`src/rtl/shift_reg_pkg.sv`:
```
// -----------------------------------------------------------------------------
// shift_reg_pkg
// Shared definitions for the universal shift register:
//   - mode select codes applied while the serialiser is idle
//   - controller state encoding (IDLE / SHIFT)
//   - datapath select passed from the controller to the register mux
// -----------------------------------------------------------------------------
package shift_reg_pkg;

    localparam logic [2:0] MODE_HOLD = 3'd0;
    localparam logic [2:0] MODE_SHR  = 3'd1;
    localparam logic [2:0] MODE_SHL  = 3'd2;
    localparam logic [2:0] MODE_LOAD = 3'd3;
    localparam logic [2:0] MODE_ROR  = 3'd4;
    localparam logic [2:0] MODE_ROL  = 3'd5;
    localparam logic [2:0] MODE_ASR  = 3'd6;

    typedef enum logic {
        ST_IDLE  = 1'b0,
        ST_SHIFT = 1'b1
    } state_e;

    // What the datapath register does at the next edge.
    typedef enum logic [1:0] {
        DP_MODE = 2'd0,   // apply the mode-selected operation
        DP_LOAD = 2'd1,   // capture par_in to begin serialisation
        DP_SER  = 2'd2    // serial right shift with sl fill
    } dp_sel_e;

endpackage

```
`src/rtl/shift_reg_ctl.sv`:
```
// -----------------------------------------------------------------------------
// shift_reg_ctl
// Serialiser controller: IDLE/SHIFT FSM, serial bit counter, busy and done.
// All state updates on the falling clock edge; reset is synchronous.
// Ports:
//   clk     in   clock (falling edge active)
//   reset   in   synchronous active-high reset
//   start   in   request serialisation, honoured only in IDLE
//   busy    out  serialiser active (registered)
//   done    out  one-cycle pulse after the final serial bit (registered)
//   dp_sel  out  datapath operation for the next edge
// -----------------------------------------------------------------------------
module shift_reg_ctl
    import shift_reg_pkg::*;
#(
    parameter int WIDTH = 8
) (
    input  logic    clk,
    input  logic    reset,
    input  logic    start,
    output logic    busy,
    output logic    done,
    output dp_sel_e dp_sel
);

    localparam int CNT_W = $clog2(WIDTH + 1);

    state_e           state_q, state_d;
    logic [CNT_W-1:0] cnt_q,   cnt_d;
    logic             busy_q,  busy_d;
    logic             done_q,  done_d;

    always_comb begin
        state_d = state_q;
        cnt_d   = cnt_q;
        busy_d  = busy_q;
        done_d  = 1'b0;
        dp_sel  = DP_MODE;
        case (state_q)
            ST_IDLE: begin
                if (start) begin
                    dp_sel  = DP_LOAD;
                    cnt_d   = CNT_W'(WIDTH);
                    busy_d  = 1'b1;
                    state_d = ST_SHIFT;
                end
            end
            ST_SHIFT: begin
                dp_sel = DP_SER;
                cnt_d  = cnt_q - CNT_W'(1);
                // Last bit leaves this edge: drop busy and pulse done together.
                if (cnt_q == CNT_W'(1)) begin
                    busy_d  = 1'b0;
                    done_d  = 1'b1;
                    state_d = ST_IDLE;
                end
            end
            default: begin
                state_d = ST_IDLE;
                busy_d  = 1'b0;
            end
        endcase
    end

    always_ff @(negedge clk) begin
        if (reset) begin
            state_q <= ST_IDLE;
            cnt_q   <= '0;
            busy_q  <= 1'b0;
            done_q  <= 1'b0;
        end else begin
            state_q <= state_d;
            cnt_q   <= cnt_d;
            busy_q  <= busy_d;
            done_q  <= done_d;
        end
    end

    assign busy = busy_q;
    assign done = done_q;

endmodule

```
`src/rtl/shift_reg_univ.sv`:
```
// -----------------------------------------------------------------------------
// shift_reg_univ
// Parametrised universal shift register with a self-timed LSB-first
// serialiser. State updates on the falling clock edge; reset is synchronous.
// Ports:
//   clk      in   clock (falling edge active)
//   reset    in   synchronous active-high reset
//   sl       in   serial fill into the MSB on right shift / serialisation
//   sr       in   serial fill into the LSB on left shift
//   par_in   in   parallel load data [WIDTH]
//   mode     in   operation select, used only while idle [3]
//   start    in   begin serialising par_in, sampled only while idle
//   par_out  out  register contents [WIDTH], registered
//   ser_out  out  par_out[0]
//   busy     out  serialiser active
//   done     out  one-cycle pulse after the last serial bit
// -----------------------------------------------------------------------------
module shift_reg_univ
    import shift_reg_pkg::*;
#(
    parameter int WIDTH = 8
) (
    input  logic             clk,
    input  logic             reset,
    input  logic             sl,
    input  logic             sr,
    input  logic [WIDTH-1:0] par_in,
    input  logic [2:0]       mode,
    input  logic             start,
    output logic [WIDTH-1:0] par_out,
    output logic             ser_out,
    output logic             busy,
    output logic             done
);

    logic [WIDTH-1:0] par_q, par_d;
    dp_sel_e          dp_sel;

    shift_reg_ctl #(
        .WIDTH (WIDTH)
    ) u_ctl (
        .clk    (clk),
        .reset  (reset),
        .start  (start),
        .busy   (busy),
        .done   (done),
        .dp_sel (dp_sel)
    );

    always_comb begin
        par_d = par_q;
        case (dp_sel)
            DP_LOAD: par_d = par_in;
            DP_SER:  par_d = {sl, par_q[WIDTH-1:1]};
            DP_MODE: begin
                case (mode)
                    MODE_HOLD: par_d = par_q;
                    MODE_SHR:  par_d = {sl, par_q[WIDTH-1:1]};
                    MODE_SHL:  par_d = {par_q[WIDTH-2:0], sr};
                    MODE_LOAD: par_d = par_in;
                    MODE_ROR:  par_d = {par_q[0], par_q[WIDTH-1:1]};
                    MODE_ROL:  par_d = {par_q[WIDTH-2:0], par_q[WIDTH-1]};
                    MODE_ASR:  par_d = {par_q[WIDTH-1], par_q[WIDTH-1:1]};
                    default:   par_d = par_q;   // reserved code holds
                endcase
            end
            default: par_d = par_q;
        endcase
    end

    always_ff @(negedge clk) begin
        if (reset) begin
            par_q <= '0;
        end else begin
            par_q <= par_d;
        end
    end

    assign par_out = par_q;
    assign ser_out = par_q[0];

endmodule

```
`config.mk`:
```
export PLATFORM = sky130hd
export DESIGN_NAME = shift_reg_univ
export DESIGN_NICKNAME = d
export VERILOG_FILES = /design/src/rtl/shift_reg_pkg.sv /design/src/rtl/shift_reg_ctl.sv /design/src/rtl/shift_reg_univ.sv
export SDC_FILE = /design/constraint.sdc
export NUM_CORES = 1
export LEC_CHECK = 0
export CORE_MARGIN = 2
export CORE_UTILIZATION = 30
export DETAILED_ROUTE_END_ITERATION = 16
export GPL_ROUTABILITY_DRIVEN = 0
export GPL_TIMING_DRIVEN = 0
export HOLD_SLACK_MARGIN = 0.12
export PLACE_DENSITY = 0.51
export SLEW_MARGIN = 10
export SYNTH_ARGS = -nofsm -noshare
export SYNTH_HDL_FRONTEND = slang
export SYNTH_HIERARCHICAL = 1
export SYNTH_SLANG_ARGS = --single-unit
export TNS_END_PERCENT = 50
```
`constraint.sdc`:
```
create_clock -name clk -period 1.7 [get_ports clk]
set_input_delay 0.34 -clock clk [delete_from_list [all_inputs] [get_ports clk]]
set_output_delay 0.34 -clock clk [all_outputs]
set_load 0.05 [all_outputs]
```
==> metrics <==
leakage=about 0.00088 µW; crit path kind=register to output port; nets=236; core box area=3971 µm²; CP endpoint kind=output port; ratio of cells with drive above 1 in the final layout=about 41%; post-synthesis async set-or-reset flop share=0%; hold_ws=around 0.53 ns; filler cell count=a little under 400; die area=approximately 4600 µm²; max-cap violation count=0; critical path arrival=1.75 ns; crit-path cells=buf_6 -> buf_8; final setup margin=-0.3901 ns; Non-Filler Instances=approximately 270; r2r setup slk=approximately 0.090 ns; post-route ant nets=0; Adder-Cell Fraction of Synth Area=slightly above 2%; Clock Skew=between 0.015 and 0.02 ns; CTS clk-pin slew, worst paths=around 0.04 ns; Slew headroom=78.32%; final instance area=2049 µm²; DR vias=~1400; Sum Neg Setup Slack=-5.792 ns; hold worst-path end=u_ctl/cnt_q[2]; total power=about 1600 µW; Max stage delay on crit path=roughly 0.33 ns; HP Start=u_ctl/cnt_q[2]; CP max-delay cell=dfxtp_4; Mapped Cells=155; status=finished with violations; DR WL/cell=between 15 and 20 µm; largest net degree at the start of global routing=11; drt drc=0; initial antenna violation count=0; unique cell type count in the Yosys netlist=45; maximum vdd ir drop=~0.00044 V; Die X=slightly below 70 µm; number of buffers created by CTS=3; R2R depth=6; Clk Latency, worst-skew pair=0.34 ns; Worst Hold Class=register to register; top_reg_cell synth=dfxtp_1; Total Routing Usage GR=around a fifth; worst-path maximum fanout=3; CP required=1.36 ns; # IOs=27; vias in the first global route=between 1000 and 1500; Port Buffers=26; cell count after placement=around 230; drt pass-1 iters=4; Total Routed Length=around 4.2 mm; Initial Util=between 30 and 40%; largest family of logic cells by synthesized area=compound AO/OA/AOI/OAI gates; TritonCTS Sinks=15; Final Hold Fails=0; dpl hpwl=approximately 2.6 mm; # hold bufs at CTS=0; placed inst area=1589 µm²; area grow syn2layout=66.97%; Synth Area in XOR/XNOR=2.141%; setup repair after global routing missed its margin=yes; failing checks=setup timing; Clock Path Buffers=2; post-synthesis sequential area ratio=between 20% and 30%; first-pass GRT wire length=around 6.7 mm; Power Dens Cells=about 760 nW/µm²; register area=about 330 µm²; combined area of the multi-input logic cells=937.1 µm²; Slew Viols, Final=0; Chip Height=approximately 70 µm; EDFF count, synth=0; compound-gate portion of the synthesized area=between 30% and 40%; drt via density=5.292; placement row count=23; RR Startpoint=u_ctl/state_q; Ys Warns=6; Min-Delay Path Depth=2; Worst setup SP type=register; Setup Viol. Count Final=19; CTS tree=built; H-tree levels=1; aggregate global routing overflow=0; syn_nets=~170; FF-to-FF End=par_out[2]; initial DRC count=around 70; Worst-Margin Slew=roughly 0.33 ns; synthesized area per cell=~7.9 µm²; synthesized flop and latch total=15; diode count=0; post-synthesis cell area=approximately 1200 µm²; Post-Synth Simple-Gate Area=27.62%; mux cell area share after synthesis=0%; Root Buffer=clkbuf_8
-- power by group --
part	leakage, µW	total (µW)	internal (µW)	switching, µW
Combinational	0.000641	668	317	351
Clock	0.000106	456	215	242
Sequential	0.000130	434	398	36.3
Total	0.000877	1560	929	629
-- registers in the layout (all words and copies together), names as in the netlist --
| name | flops |
|---|---|
| par_out | 8 |
| u_ctl/busy | 1 |
| u_ctl/cnt_q | 4 |
| u_ctl/done | 1 |
| u_ctl/state_q | 1 |
-- how the worst max path moves through the flow --
| stage | start | end | cells after the start |
|---|---|---|---|
| 6_report | par_out[0] | par_out[0] | 2 |
| 5_1_grt | par_out[0] | par_out[0] | 2 |
| 4_1_cts | par_out[0] | par_out[0] | 2 |
| 3_5_place_dp | mode[0] | par_out[2] | 6 |
| 3_3_place_gp | start | par_out[4] | 7 |
| 2_1_floorplan | start | par_out[2] | 7 |
-- area by class of cell --
class                      count  share of cell area, %
multi-input combinational    119                  45.73
timing repair buffer          47                  23.63
sequential                    15                  16.24
buffer                        12                  5.250
clock inverter                16                  3.175
tap                           50                  3.052
clock buffer                   3                  2.015
inverter                       5                 0.9157
-- worst max-delay path, delay by kind of cell (launching register included) --
| family | cells | cell delay (ns) |
|---|---|---|
| buf+inv | 2 | 0.25 |
| flops | 1 | 0.33 |
-- kinds of logic after synthesis --
logic type	after synthesis
simple gates	56
xor+xnor	3
flops	15
fa+ha+maj	2
compound gates	58
buf+inv	21
-- through the flow --
stage / setup slack (ns) / utilization, %
after floorplan: -0.5109 / -
after global placement: -1.299 / 40.01
after detailed placement: -1.278 / 40.01
after CTS: -0.3972 / 49.15
after global routing: -0.4147 / 51.61
final: -0.3901 / 51.61
-- cells in the mapped netlist (all sizes together) (3+ instances only) --
cell type	n	area share, %
o21a	4	2.4
buf	13	6.5
nand2	5	1.5
nor2	15	4.6
nor3b	8	5.3
xnor2	3	2.1
dfxtp	15	24
inv	7	2.1
nor2b	10	5.1
o21ai	10	4.4
o211ai	4	2.4
a211oi	3	1.8
a311oi	7	7.5
nor3	4	2.4
a21oi	15	6.1
nand3b	4	2.4
-- cell usage in the layout, fill, tap and decap left out, types with 4 or more instances in the layout --
cell type and n:
inv_1 20, o211ai_1 4, buf_2 4, nor3b_1 7
clkdlybuf4s50_1 5, nand2_1 4, dfxtp_1 5, buf_6 10
nor2b_1 8, o21a_1 4, o21ai_1 8, nor2_1 13
a21oi_1 11, buf_8 12, dfxtp_4 8, nand3b_1 4
a311oi_2 6, buf_4 21
-- per-layer routing --
layer | track usage, % | routed length (µm) | vias up | share of wire, %
met3 | 4.770 | 230 | 5 | 5.5
met1 | 24.90 | 1920 | 678 | 46
met4 | 7.500 | 38 | 0 | 0.91
met5 | 0 | 0 | - | 0
li1 | - | - | 691 | -
met2 | 30.70 | 1987 | 39 | 48
-- what timing repair did --
| action | in CTS | in global routing |
|---|---|---|
| endpoints found under the setup margin | 26 | 19 |
| setup buffers | 15 | 4 |
| cloned | 2 | 0 |
| resized for setup | 151 | 26 |
| pin swaps | 17 | 15 |
Note: power is estimated with default switching activity, not from simulation.
